--- config.mk ---
export PLATFORM = sky130hd
export DESIGN_NAME = citi_out_capture_flat
export DESIGN_NICKNAME = d
export VERILOG_FILES = /design/src/rtl/citi_out_capture_if.sv /design/src/rtl/citi_out_capture.sv /design/src/flat_wrapper.sv
export SDC_FILE = /design/constraint.sdc
export NUM_CORES = 1
export LEC_CHECK = 0
export CAP_MARGIN = 5
export CORE_UTILIZATION = 60
export CTS_CLUSTER_DIAMETER = 80
export CTS_CLUSTER_SIZE = 30
export DETAILED_ROUTE_END_ITERATION = 10
export MAX_ROUTING_LAYER = met4
export PLACE_DENSITY = 0.84
export SKIP_CTS_REPAIR_TIMING = 1
export SLEW_MARGIN = 5
export SYNTH_ARGS = -nofsm -noshare
export SYNTH_HDL_FRONTEND = slang
export SYNTH_SLANG_ARGS = --single-unit
--- constraint.sdc ---
create_clock -name clk30x -period 12.1 [get_ports clk30x]
set_input_delay 1.21 -clock clk30x [delete_from_list [all_inputs] [get_ports clk30x]]
set_output_delay 1.21 -clock clk30x [all_outputs]
set_load 0.02 [all_outputs]
--- src/rtl/citi_out_capture_if.sv ---
// Output stream of citi_out_capture: sign-extended sample, index tag, valid/ready.
// Ports: dout, dout_tag, dout_valid (producer -> consumer), dout_ready (consumer -> producer).
// The master modport is the capture block; the slave modport is the result sink.
interface citi_out_capture_if #(
    parameter int OUT_W = 32,
    parameter int TAG_W = 3
);
    logic [OUT_W-1:0] dout;
    logic [TAG_W-1:0] dout_tag;
    logic             dout_valid;
    logic             dout_ready;

    modport master (
        output dout,
        output dout_tag,
        output dout_valid,
        input  dout_ready
    );

    modport slave (
        input  dout,
        input  dout_tag,
        input  dout_valid,
        output dout_ready
    );
endinterface

--- src/rtl/citi_out_capture.sv ---
// Captures the citi filter output once per OSR-clock sample period, tags it, queues it in a FWFT FIFO.
// Latency: capture edge -> dout_valid in the next cycle when the FIFO was empty.
// Backpressure: dout_ready stalls the FIFO; a capture into a full FIFO (no pop) is dropped and sets overflow.
//
// Ports:
//   clk30x, rst        : clock (rising edge) and asynchronous active-high reset
//   yin                : two's-complement filter output, sampled when the phase counter hits CAP_PHASE
//   sync               : realign pulse, restarts phase and tag, suppresses capture on that edge
//   clr                : synchronous clear of overflow (and peak_abs)
//   result             : master side of citi_out_capture_if (dout, dout_tag, dout_valid, dout_ready)
//   fifo_count         : current FIFO occupancy, 0..FIFO_DEPTH
//   overflow           : sticky dropped-sample flag
//   peak_abs           : only with CITI_OUT_PEAK_EN defined; running max of |yin| over captures
//
// Optional feature macro: CITI_OUT_PEAK_EN (undefined by default, port and logic absent).
module citi_out_capture #(
    parameter int DATA_W     = 16,
    parameter int OUT_W      = 32,
    parameter int OSR        = 30,
    parameter int CAP_PHASE  = 29,
    parameter int FRAME_LEN  = 8,
    parameter int TAG_W      = 3,
    parameter int FIFO_DEPTH = 8
) (
    input  logic                          clk30x,
    input  logic                          rst,
    input  logic [DATA_W-1:0]             yin,
    input  logic                          sync,
    input  logic                          clr,
    citi_out_capture_if.master            result,
    output logic [$clog2(FIFO_DEPTH):0]   fifo_count,
    output logic                          overflow
`ifdef CITI_OUT_PEAK_EN
    ,
    output logic [DATA_W-2:0]             peak_abs
`endif
);

    localparam int PH_W = (OSR > 1) ? $clog2(OSR) : 1;
    localparam int AW   = $clog2(FIFO_DEPTH);

    localparam logic [PH_W-1:0]  PH_LAST  = PH_W'(OSR - 1);
    localparam logic [PH_W-1:0]  PH_CAP   = PH_W'(CAP_PHASE);
    localparam logic [TAG_W-1:0] TAG_LAST = TAG_W'(FRAME_LEN - 1);
    localparam logic [AW:0]      CNT_FULL = (AW + 1)'(FIFO_DEPTH);

    // ------------------------------------------------------------------
    // Sample-period timing: phase counter and sample index tag
    // ------------------------------------------------------------------
    logic [PH_W-1:0]  phase;
    logic [TAG_W-1:0] tag;
    logic             capture;

    // Sync wins over capture so a realign never produces a half-period sample.
    assign capture = !sync && (phase == PH_CAP);

    always_ff @(posedge clk30x or posedge rst) begin
        if (rst) begin
            phase <= '0;
            tag   <= '0;
        end else if (sync) begin
            phase <= '0;
            tag   <= '0;
        end else begin
            phase <= (phase == PH_LAST) ? '0 : phase + 1'b1;
            // The tag counts sample periods, not stored samples, so it
            // advances even when the FIFO drops the entry.
            if (capture) begin
                tag <= (tag == TAG_LAST) ? '0 : tag + 1'b1;
            end
        end
    end

    // ------------------------------------------------------------------
    // First-word-fall-through FIFO
    // ------------------------------------------------------------------
    // Samples are stored at DATA_W and sign-extended on the way out.
    logic [DATA_W-1:0] mem_dat [FIFO_DEPTH];
    logic [TAG_W-1:0]  mem_tag [FIFO_DEPTH];
    logic [AW-1:0]     rd_ptr;
    logic [AW-1:0]     wr_ptr;
    logic [AW:0]       count;

    logic empty;
    logic full;
    logic pop;
    logic push;
    logic drop;

    assign empty = (count == '0);
    assign full  = (count == CNT_FULL);
    assign pop   = !empty && result.dout_ready;
    // A pop on the same edge frees the slot, so a full FIFO can still accept.
    assign push  = capture && (!full || pop);
    assign drop  = capture && full && !pop;

    always_ff @(posedge clk30x or posedge rst) begin
        if (rst) begin
            // Storage is cleared too so dout/dout_tag read 0 out of reset.
            for (int i = 0; i < FIFO_DEPTH; i++) begin
                mem_dat[i] <= '0;
                mem_tag[i] <= '0;
            end
        end else if (push) begin
            // When full with a simultaneous pop, wr_ptr == rd_ptr and this
            // overwrites the head that is leaving on this same edge.
            mem_dat[wr_ptr] <= yin;
            mem_tag[wr_ptr] <= tag;
        end
    end

    // Pointers are AW bits wide so they wrap modulo the power-of-two depth.
    always_ff @(posedge clk30x or posedge rst) begin
        if (rst) begin
            rd_ptr <= '0;
            wr_ptr <= '0;
            count  <= '0;
        end else begin
            if (push) begin
                wr_ptr <= wr_ptr + 1'b1;
            end
            if (pop) begin
                rd_ptr <= rd_ptr + 1'b1;
            end
            case ({push, pop})
                2'b10:   count <= count + 1'b1;
                2'b01:   count <= count - 1'b1;
                default: count <= count;
            endcase
        end
    end

    // A drop on the same edge as clr keeps the flag set so it is never lost.
    always_ff @(posedge clk30x or posedge rst) begin
        if (rst) begin
            overflow <= 1'b0;
        end else if (drop) begin
            overflow <= 1'b1;
        end else if (clr) begin
            overflow <= 1'b0;
        end
    end

    assign result.dout       = OUT_W'($signed(mem_dat[rd_ptr]));
    assign result.dout_tag   = mem_tag[rd_ptr];
    assign result.dout_valid = !empty;
    assign fifo_count        = count;

`ifdef CITI_OUT_PEAK_EN
    // ------------------------------------------------------------------
    // Peak magnitude tracker, updated on every capture including drops
    // ------------------------------------------------------------------
    logic [DATA_W-1:0] yin_mag;
    logic [DATA_W-2:0] yin_abs;

    assign yin_mag = yin[DATA_W-1] ? (~yin + 1'b1) : yin;
    // Only the most negative code leaves the MSB set after negation;
    // saturate it to the largest representable magnitude.
    assign yin_abs = yin_mag[DATA_W-1] ? '1 : yin_mag[DATA_W-2:0];

    always_ff @(posedge clk30x or posedge rst) begin
        if (rst) begin
            peak_abs <= '0;
        end else if (capture) begin
            // With clr the running max restarts from this sample.
            if (clr || (yin_abs > peak_abs)) begin
                peak_abs <= yin_abs;
            end
        end else if (clr) begin
            peak_abs <= '0;
        end
    end
`endif

endmodule

--- src/flat_wrapper.sv ---
// flat-port wrapper written by rule: the top's interface ports become plain ports
module citi_out_capture_flat 
#(
    parameter int DATA_W     = 16,
    parameter int OUT_W      = 32,
    parameter int OSR        = 30,
    parameter int CAP_PHASE  = 29,
    parameter int FRAME_LEN  = 8,
    parameter int TAG_W      = 3,
    parameter int FIFO_DEPTH = 8
)
  (clk30x, rst, yin, sync, clr, fifo_count, overflow, result_dout, result_dout_tag, result_dout_valid, result_dout_ready);
  citi_out_capture_if #(.OUT_W(OUT_W), .TAG_W(TAG_W)) result_i ();
  input  logic clk30x;
  input  logic rst;
  input  logic [DATA_W-1:0] yin;
  input  logic sync;
  input  logic clr;
  output logic [$clog2(FIFO_DEPTH):0] fifo_count;
  output logic overflow;
  output wire logic [$bits(result_i.dout)-1:0] result_dout;
  output wire logic [$bits(result_i.dout_tag)-1:0] result_dout_tag;
  output wire logic [$bits(result_i.dout_valid)-1:0] result_dout_valid;
  input wire logic [$bits(result_i.dout_ready)-1:0] result_dout_ready;
  assign result_dout = result_i.dout;
  assign result_dout_tag = result_i.dout_tag;
  assign result_dout_valid = result_i.dout_valid;
  assign result_i.dout_ready = result_dout_ready;
  citi_out_capture #(.DATA_W(DATA_W), .OUT_W(OUT_W), .OSR(OSR), .CAP_PHASE(CAP_PHASE), .FRAME_LEN(FRAME_LEN), .TAG_W(TAG_W), .FIFO_DEPTH(FIFO_DEPTH)) u_core (.clk30x(clk30x), .rst(rst), .yin(yin), .sync(sync), .clr(clr), .result(result_i), .fifo_count(fifo_count), .overflow(overflow));
endmodule
### Word-level counts from Yosys, hierarchy flattened

Cells that the tools add are included.

| word-level totals | value |
|---|---|
| register bits | 171 |
| input bits | 21 |
| word-level logic and storage cells | 73 |

| operators by class | value |
|---|---|
| add/subtract/negate cells | 6 |
| order comparisons | 3 |
| eq/ne operators | 5 |
| mux-type cells | 20 |
| bitwise operators | 2 |
| reductions and logical operators | 15 |

Operators with widths:

| operator | count |
|---|---|
| 128-bit bitwise mux | 1 |
| 16-bit binary-select mux with 3-bit select | 1 |
| 16-bit demux with 3-bit select | 1 |
| 16-bit two-way mux | 3 |
| 24-bit bitwise mux | 1 |
| 3-bit two-way mux | 6 |
| 5-bit two-way mux | 2 |
| 3-bit by 1-bit adder with 3-bit output (second input constant) | 3 |
| 3-bit binary-select mux with 3-bit select | 1 |
| 3-bit demux with 3-bit select | 1 |
| 4-bit greater-or-equal comparator (second input constant) | 2 |
| 3-bit NOT with 4-bit output | 2 |
| 4-bit one-hot mux with 2 select lines | 1 |
| 1-bit logical AND | 6 |
| 2-bit nonzero test | 3 |
| 5-bit by 1-bit adder with 5-bit output (second input constant) | 1 |
| 5-bit == test (second input constant) | 1 |
| 4-bit by 1-bit adder with 4-bit output (second input constant) | 1 |
| 4-bit == test (second input constant) | 1 |
| 1-bit logical NOT | 4 |
| 4-bit logical NOT | 1 |
| 4-bit by 1-bit less-than comparator with 1-bit output (second input constant) | 1 |
| 4-bit by 1-bit subtractor with 4-bit output (second input constant) | 1 |
| 3-bit == test (second input constant) | 1 |
| 4 further kinds | 5 |

### Longest topological paths before layout

Gate-level depths: netlist of run 1.

| logic depth | value |
|---|---|
| depth after elaboration | 7 |
| gate-level depth with buffers | 12 |
| gate-level depth less buffers | 12 |

### Worst setup path after synthesis of run 1

OpenSTA, ideal clock, no wires.

| timing | value |
|---|---|
| path type | register to output |
| from | register u_core.rd_ptr[0] |
| to | output result_dout[16] |
| arrival time | 2394 ps |
| slack | 8496 ps |
| stages on the path, launching flop included | 6 |
| path buffers | 3 |
| path through | dfrtp_1 buf_1 buf_2 mux4_2 mux2_2 buf_4 |

| between the ends | value |
|---|---|
| word-level cells in the longest chain between the ends | 4 |

RTL lines:

| what | RTL line | source |
|---|---|---|
| start: declaration | citi_out_capture.sv:80 | `logic [AW-1:0] rd_ptr;` |
| start signal: assignment | citi_out_capture.sv:123 | `rd_ptr <= rd_ptr + 1'b1;` |
| 3-bit NOT with 4-bit output (not written as such) | citi_out_capture.sv:144 | `assign result.dout = OUT_W'($signed(mem_dat[rd_ptr]));` |
| 16-bit binary-select mux with 3-bit select | citi_out_capture.sv:144 |  |
| 16-bit two-way mux (not written as such) (2 in a row) | citi_out_capture.sv:144 |  |
| end: declaration | flat_wrapper.sv:21 | `output wire logic [$bits(result_i.dout)-1:0] result_dout;` |

Every way passes these cells. The select of a mux whose other input is x is not followed.

### Final worst setup path of run 1

| timing | value |
|---|---|
| from | register u_core.rd_ptr[0] |
| to | output result_dout[25] |

The elaborated chain is that of the path after synthesis.

==> results of run 1 <==
-- sequential cells by signal (all words and copies together), names as in the netlist --
| register | flops |
|---|---|
| u_core.mem_dat | 128 |
| u_core.mem_tag | 24 |
| u_core.phase | 5 |
| u_core.fifo_count | 4 |
| u_core.rd_ptr | 3 |
| u_core.tag | 3 |
| u_core.wr_ptr | 3 |
| u_core.overflow | 1 |
-- metal layers --
metal	part of all wire, %	vias to the layer above
met2	52	95
met3	4.3	17
met5	0	-
li1	-	1904
met4	1.2	0
met1	42	2353
-- path summary, 6_finish.rpt --
path,from,end,slack (ns),depth (start not counted)
setup / recovery,u_core.rd_ptr[0],result_dout[25],7.74,4
hold / removal,u_core.phase[0],u_core.phase[0],0.50,1
setup reg to reg,u_core.phase[1],u_core.mem_dat[95],9.25,8
hold reg to reg,u_core.phase[0],u_core.phase[0],0.50,1
max in group asynchronous,rst,u_core.rd_ptr[0],9.31,3
min in group asynchronous,rst,u_core.mem_dat[68],1.39,2
-- layout by cell type, fill, tap and decap left out, drive strengths merged, types with 9 or more instances in the layout --
cell type,synthesis,routed
buf,34,11
clkbuf,9,24
clkdlybuf4s50,0,61
dfrtp,171,171
ha,9,9
mux2,173,173
mux4,38,38
nor2,9,9
-- cell type report --
| cell class | count | area share (%) |
|---|---|---|
| sequential | 171 | 46.8 |
| multi-input combinational | 277 | 37.0 |
| timing repair buffer | 72 | 7.57 |
| clock buffer | 24 | 5.26 |
| tap | 172 | 2.35 |
| clock inverter | 3 | 0.711 |
| inverter | 5 | 0.287 |
-- critical path, cell delays in order (launching register included) --
cell and delay (ns):
dfrtp_2 0.53, buf_4 0.60, mux4_2 0.58, mux2_2 0.40, clkdlybuf4s50_1 0.60
-- cell families after synthesis --
family / after synthesis / synth area share, %
AND/OR/NAND/NOR: 36 / 2.90
buffers and inverters: 48 / 3.58
AO/OA/AOI/OAI: 9 / 1.10
adder cells (fa/ha/maj): 9 / 1.42
flip-flops: 171 / 53.9
XOR/XNOR: 12 / 1.32
multiplexers: 211 / 35.8
-- where the power goes --
part	switching [mW]	internal, mW	leakage, nW
clock	0.201	0.314	0.268
combinational	0.190	0.191	1.70
sequential	0.0341	0.594	2.32
total	0.425	1.10	4.28
==> impl_results.md, run 1 <==
- Outcome: complete, no violations
- CTS buffer count: 17
- Yosys top cell area share: between 50% and 60%
- Post-synthesis sequential area ratio: 53.9%
- Die area: approximately 14000 um2
- Synthesized area per cell: 16.0 um2
- Nets: 574
- Final Hold Viols: 0
- Congestion Overflow GR: 0
- Hold slack: 0.502 ns
- Leak Pwr: 4.28 nW
- Post-Syn Nets: about 530
- Placed Instances: 697
- Area Growth Syn to Fin: 15.3%
- Met2 Use GR: 43.3%
- Vias in the first global route: 4693
- Hpwl dp: 9220 um
- Die Ht: 117 um
- Synth Flop Type: dfrtp_1
- # IOs: 62
- Final WL: 15600 um
- Startpoint Class: flip-flop
- Top-count cell post-synth: dfrtp_1
- Final instance area: between 9000 and 10000 um2
- Distinct cells, synth: 36
- Seq cells post-synth: 171
- Clock buffer depth: 2
- Vias: 4369
- Fin crit period: 4.36 ns
- Setup CP Type: reg2out
- GR peak layer: met2
- Vias/cell: 6.03
- Relative slew slack: between 30% and 40%
- Nature of the critical path endpoint: output port
- Fin crit share: 36.0%
- Worst clock skew: 0.00408 ns
- Crit Path Max Fanout: 32
- Fmax: 229 MHz
- CTS tree: done
- Core ar.: between 10000 and 15000 um2
- Pins over their slew limit: 0
- Area of the multi-input gates: between 3000 and 4000 um2
- Largest net degree at the start of global routing: about 110
- Clk slew on worst S/H paths: 0.06 ns
- First-pass GRT wire length: 25500 um
- Fin util: 71.6%
- Port buffer count: 61
- Cell Area, Placed: 8600 um2
- Num rows: ~40
- Wire per inst: 21.6 um
- H-tree levels: 4
- DR iter-0 viols: approximately 220
- Register Area: 4280 um2
- Crit path arrival time: ~3.2 ns
- Mapped Area: 7940 um2
- RePlAce Congestion: 0.733
- Post-synth EDFFs: 0
- Total GRT Usage: 26.6%
- Worst Path Required: 10.89 ns
- Setup ws final: a little under 8 ns
- Met1 Use GR: between 30% and 40%
- Clock root buffer: clkbuf_16
- Max_cap viols: 0
- Worst slack at placement: 8.14 ns
- Hold Crit Class: reg2reg
- Number of cells produced by synthesis: just under 500
- Antenna violations before repair: 0
- Proportion of layout cells with a drive suffix above 1: 46.4%
- Commonest cells post-synth: 171 x dfrtp_1, 163 x mux2_2, 38 x mux4_2, 17 x buf_4, 11 x buf_2
- First-pass DRT Iterations: 4
- RSZ-0062 raised after global routing: no
- Final ANT Viol Nets: 0
- Final setup viols: 0
- Die W: approximately 120 um
- Fillers: 802
- Synth area leaders: dfrtp_1 54%, mux2_2 23%, mux4_2 11%, mux2_4 1.9%, buf_4 1.6%
- Residual DRC count: 0
- Synth warn: 0
- Initial core utilization: approximately 62%
- Biggest area consumer among synthesized cells: dfrtp_1
- Tightest Pin Transition: 0.967 ns
- Clk Latency, worst-skew pair: 0.42 ns
- Met3 Usage GRT: under 10%
- Ant. Diodes: 0
- PwrDens: 167 nW/um2
- Design Power: 1.52 mW
- Sink Count: between 150 and 200
- TNS Setup: 0 ns
- Max VDD drop: 0.148 mV
- Asr flop ratio synth: 100%
- Finished Layout Cells: 724
No activity file was read; power rests on OpenSTA's default activity.
==> run 2, diff against run 1 <==
CORE_UTILIZATION = 58   (was 60)
PLACE_DENSITY = 0.81   (was 0.84)
clock period = 4.3 ns   (was 12.1 ns; I/O delays follow)
==> impl_results.md, run 2 (same netlist as run 1, synthesis figures left out) <==
- Outcome: complete, no violations
- Clock buffer depth: 2 (unchanged)
- Worst r2r path cells: 7 (-1)
- Clock root buffer: clkbuf_16
- Final Hold Viols: 0 (unchanged)
- Worst slack at placement: 1.36 ns (-6.78 ns)
- Setup ws final: 0.976 ns (-6.77 ns)
- Sink Count: 171 (unchanged)
- Max_cap viols: 0 (unchanged)
- Flop2flop setup slack: 1.59 ns (-7.66 ns)
- Final instance area: 9330 um2 (+1.9%)
- Total GRT Usage: 24.8% (-1.9 points)
- Design Power: 4.61 mW (+200%)
- Die area: 14200 um2 (+3.4%)
- Cell Area, Placed: 8650 um2 (+0.51%)
- Crit Path Max Fanout: 19 (-41%)
- Final setup viols: 0 (unchanged)
- Congestion Overflow GR: 0 (unchanged)
- DR iter-0 viols: 255 (+14%)
- Nature of the critical path endpoint: output port
- Proportion of layout cells with a drive suffix above 1: 47.5% (+1.1 points)
- RePlAce Congestion: 0.714 (-2.6%)
- Clk Latency, worst-skew pair: 0.42 ns (about the same)
- Max reg flops: 128 (unchanged)
- Worst Path Required: 3.87 ns (-7.02 ns)
- Residual DRC count: 0 (unchanged)
- CTS buffer count: 17 (unchanged)
- Die Ht: 119 um (+1.7%)
- Vias: 4266 (-2.4%)
- Initial core utilization: 59.7% (-2.4 points)
- Relative slew slack: 39.8% (+4.2 points)
- Core ar.: 13300 um2 (+4.1%)
- Final WL: 15200 um (-3.2%)
- CTS tree: done
- CP startpoint: u_core.rd_ptr[1]
- Ant. Diodes: 0 (unchanged)
- Die W: 119 um (+1.7%)
- First-pass GRT wire length: 25700 um (+0.60%)
- Num rows: 42 (+2.4%)
- Reg2reg start: u_core.phase[1]
- Nets: 576 (+0.35%)
- Vias/cell: 5.81 (-3.7%)
- Fmax: 301 MHz
- Area Growth Syn to Fin: 17.4%
- Crit path to: result_dout[10]
- Crit path arrival time: 2.89 ns (-0.26 ns)
- Fillers: 879 (+9.6%)
- Tightest Pin Transition: 0.904 ns (-0.0632 ns)
- H-tree levels: 4 (unchanged)
- Wire per inst: 20.6 um (-4.5%)
- Hpwl dp: 9100 um (-1.3%)
- PwrDens: 495 nW/um2 (+200%)
- First-pass DRT Iterations: 4 (unchanged)
- Fin crit share: 77.3%
- Worst hold start: u_core.mem_dat[26]
- Critical R2R Capture: u_core.mem_dat[72]
- Port buffer count: 61 (unchanged)
- Max VDD drop: 0.674 mV (+350%)
- Fin crit period: between 3 and 4 ns
- Antenna violations before repair: 0 (unchanged)
- Leading cell type in the layout, fill and taps excluded: dfrtp_1
- # IOs: 62 (unchanged)
- Largest net degree at the start of global routing: 172 (+55%)
- Clk slew on worst S/H paths: 0.06 ns (about the same)
- RSZ-0062 raised after global routing: no
- Biggest regs: u_core.mem_dat: 128 flops, u_core.mem_tag: 24 flops, u_core.phase: 5 flops
- Vias in the first global route: 4664 (-0.62%)
- Largest Register: u_core.mem_dat
- Setup CP Type: reg2out
- Fin util: 70.1% (-1.5 points)
- Most frequent cells in the layout: 170 x dfrtp_1, 163 x mux2_2, 61 x clkdlybuf4s50_1, 38 x mux4_2, 17 x clkbuf_16
- Hold path depth: 1 (unchanged)
- Final ANT Viol Nets: 0 (unchanged)
- Startpoint Class: flip-flop
- Pins over their slew limit: 0 (unchanged)
- Worst clock skew: 0.00820 ns (+0.00412 ns)
- Leak Pwr: 4.35 nW (+1.6%)
- TNS Setup: 0 ns (unchanged)
- Hold Crit Class: reg2reg
## run 2: cell types whose count changed in the layout (fill, tap and decap cells not counted)
cell        previous run  this run
clkinvlp_4             0         4
clkbuf_8               3         0
inv_6                  1         0
clkbuf_1               4         1
buf_12                 0         2
clkinv_2               1         3
bufinv_16              2         7
## run 2: cell type report
cell class              instances  area [um2]  share of cell area (%)
inverters                       5        25.0                   0.268
well taps                     176         220                    2.36
repair buffers                 74         733                    7.86
clock buffers                  18         429                    4.60
clock inverters                13         248                    2.66
multi-input cells             277        3390                    36.3
flip-flops and latches        171        4280                    45.9
## run 2: critical path: stages (launching register included)
cell	delay (ns)
dfrtp_1	0.93
buf_4	0.37
mux4_2	0.33
mux2_2	0.29
clkdlybuf4s50_1	0.54
## run 2: report_power, final
group	switching (mW)	internal [mW]	total, mW
clock	0.606	1.14	1.75
combinational	0.513	0.556	1.07
sequential	0.128	1.67	1.80
total	1.25	3.37	4.61
## run 2: worst min path at each step
stage                          to  slack (ns)
2_1_floorplan     u_core.phase[0]        0.46
3_3_place_gp      u_core.phase[0]        0.48
3_5_place_dp   u_core.mem_tag[14]        0.49
4_1_cts        u_core.mem_tag[14]        0.50
5_1_grt        u_core.mem_dat[74]        0.51
6_report       u_core.mem_dat[26]        0.50
## run 2: per-layer routing
layer / routed length, um / GRT usage, %
met5: 0 / -
met4: 110 / 5.14
met3: 404 / 5.36
met2: 7620 / 38.0
met1: 7020 / 34.4
## run 2: per-stage QoR
stage / hold slack, ns / std cells
after CTS: 0.504 / 734
after global placement: 0.482 / 703
final: 0.503 / 734
after floorplan: 0.460 / 496
after global routing: 0.511 / 734
after detailed placement: 0.491 / 703
==> run 3, diff against run 2 <==
CORE_UTILIZATION = 53   (was 58)
PLACE_DENSITY = 0.78   (was 0.81)
clock period = 3.05 ns   (was 4.3 ns; I/O delays follow)
==> impl_results.md, run 3 (same netlist as run 1, synthesis figures left out) <==
- Outcome: complete, no violations
- Met3 Usage GRT: 5.07% (-0.30 points)
- Vias in the first global route: 4853 (+4.1%)
- Startpoint Class: flip-flop
- Clk network pwr share: 34.1% (-3.8 points)
- Final WL: 15600 um (+3.0%)
- Die area: 15500 um2 (+9.3%)
- Fin crit share: between 90% and 100%
- Final setup viols: 0 (unchanged)
- Clock buffer depth: 2 (unchanged)
- Sequential share of power: 40.7% (+1.7 points)
- Nets: 589 (+2.3%)
- Hold slack: 0.435 ns (-0.0686 ns)
- Clk slew on worst S/H paths: 0.06 ns (about the same)
- GR peak layer: met2
- Setup CP Type: reg2out
- Clock root buffer: clkbuf_16
- Relative slew slack: 38.5% (-1.3 points)
- Wire per inst: 20.7 um (about the same)
- Initial core utilization: 54.4% (-5.3 points)
- Core ar.: 14600 um2 (+9.7%)
- Total GRT Usage: 22.5% (-2.3 points)
- Flop2flop setup slack: 0.31 ns (-1.28 ns)
- Vias/cell: 5.79 (-0.45%)
- Pins over their slew limit: 0 (unchanged)
- H-tree levels: 4 (unchanged)
- PwrDens: 663 nW/um2 (+34%)
- CTS tree: done
- CP startpoint: u_core.rd_ptr[0]
- Residual DRC count: 0 (unchanged)
- Fin util: 64.3% (-5.8 points)
- Final ANT Viol Nets: 0 (unchanged)
- Design Power: 6.22 mW (+35%)
- # IOs: 62 (unchanged)
- Critical R2R Capture: u_core.fifo_count[2]
- Clk Latency, worst-skew pair: 0.42 ns (about the same)
- Congestion Overflow GR: 0 (unchanged)
- Worst clock skew: 0.00451 ns (-0.00369 ns)
- Largest Register: u_core.mem_dat
- RSZ-0062 raised after global routing: no
- Proportion of layout cells with a drive suffix above 1: 48.8% (+1.3 points)
- Biggest regs: u_core.mem_dat: 128 flops, u_core.mem_tag: 24 flops, u_core.phase: 5 flops
- Max_cap viols: 0 (unchanged)
- CTS buffer count: 17 (unchanged)
- Max reg flops: 128 (unchanged)
- RePlAce Congestion: 0.777 (+8.8%)
- Comb power frac: 25.2% (+2.0 points)
- Port buffer count: 61 (unchanged)
- Crit path arrival time: 2.65 ns (-0.24 ns)
- Max VDD drop: 0.493 mV (-27%)
- Leak Pwr: 4.37 nW (+0.59%)
- First-pass DRT Iterations: 4 (unchanged)
- Met2 Use GR: 36.3% (-1.7 points)
- TNS Setup: 0 ns (unchanged)
- Leading cell type in the layout, fill and taps excluded: dfrtp_1
- Sink Count: 171 (unchanged)
- Worst Path Required: 2.74 ns (-1.13 ns)
- Crit Path Max Fanout: 11 (-8)
- Most frequent cells in the layout: 170 x dfrtp_1, 163 x mux2_2, 61 x clkdlybuf4s50_1, 38 x mux4_2, 21 x buf_4
- Tightest Pin Transition: 0.921 ns (+0.0173 ns)
- Num rows: 44 (+4.8%)
- Vias: 4374 (+2.5%)
- DR iter-0 viols: 202 (-21%)
- Area Growth Syn to Fin: 18.2%
- Worst r2r path cells: 12 (+5)
- Largest net degree at the start of global routing: 41 (-76%)
- Internal Power: 4.43 mW (+32%)
- Met1 Use GR: 28.9% (-5.5 points)
- Fin crit period: 2.96 ns
- Reg2reg start: u_core.phase[1]
- Setup ws final: 0.0903 ns (-0.885 ns)
- Ant. Diodes: 0 (unchanged)
- Nature of the critical path endpoint: output port
- Sw frac: 28.8% (+1.7 points)
- Fmax: 338 MHz
- Die Ht: 124 um (+4.5%)
- Die W: 124 um (+4.5%)
- Final Hold Viols: 0 (unchanged)
- Worst slack at placement: 0.284 ns (-1.08 ns)
- First-pass GRT wire length: 26000 um (+1.2%)
- Hold Crit Class: in2async
- Antenna violations before repair: 0 (unchanged)
- Net Switching: 1.79 mW (+44%)
- Hpwl dp: 10300 um (+13%)
run 3: worst max path at each step:
| stage | cells after the start | end |
|---|---|---|
| 3_5_place_dp | 11 | u_core.fifo_count[2] |
| 2_1_floorplan | 5 | result_dout[16] |
| 3_3_place_gp | 4 | result_dout[0] |
| 6_report | 4 | result_dout[11] |
| 4_1_cts | 4 | result_dout[0] |
| 5_1_grt | 4 | result_dout[13] |
run 3: power groups by stage:
| stage | Sequential (mW) | Combinational (mW) | Clock, mW |
|---|---|---|---|
| CTS | 2.53 | 1.59 | 2.17 |
| finish | 2.53 | 1.57 | 2.12 |
| floorplan | 2.50 | 1.10 | 0 |
| detailed placement | 2.57 | 1.58 | 0 |
| global placement | 2.56 | 1.55 | 0 |
| global route | 2.55 | 1.67 | 2.25 |
run 3: critical path: stages (launching register included):
cell	delay, ns
dfrtp_4	0.55
buf_4	0.30
mux4_2	0.54
mux2_2	0.30
clkdlybuf4s50_1	0.55
run 3: cell type report:
type	count	area, um2
fillers	1029	5210
repair buffers	87	860
inverters	5	25.0
flip-flops and latches	171	4280
clock buffers	24	512
well taps	184	230
clock inverters	8	83.8
multi-input cells	277	3390
run 3: stage by stage:
step / cell area (um2) / instances
2_1_floorplan: 7940 / 496
3_3_place_gp: 8780 / 724
3_5_place_dp: 8780 / 724
4_1_cts: 9380 / 756
5_1_grt: 9380 / 756
6_report: 9380 / 756
run 3: per-layer routing:
layer	vias to the layer above	part of all wire, %	routed length [um]
li1	1940	-	-
met1	2359	45	7070
met2	64	51	7950
met3	11	2.9	453
met4	0	0.90	140
met5	-	0	0
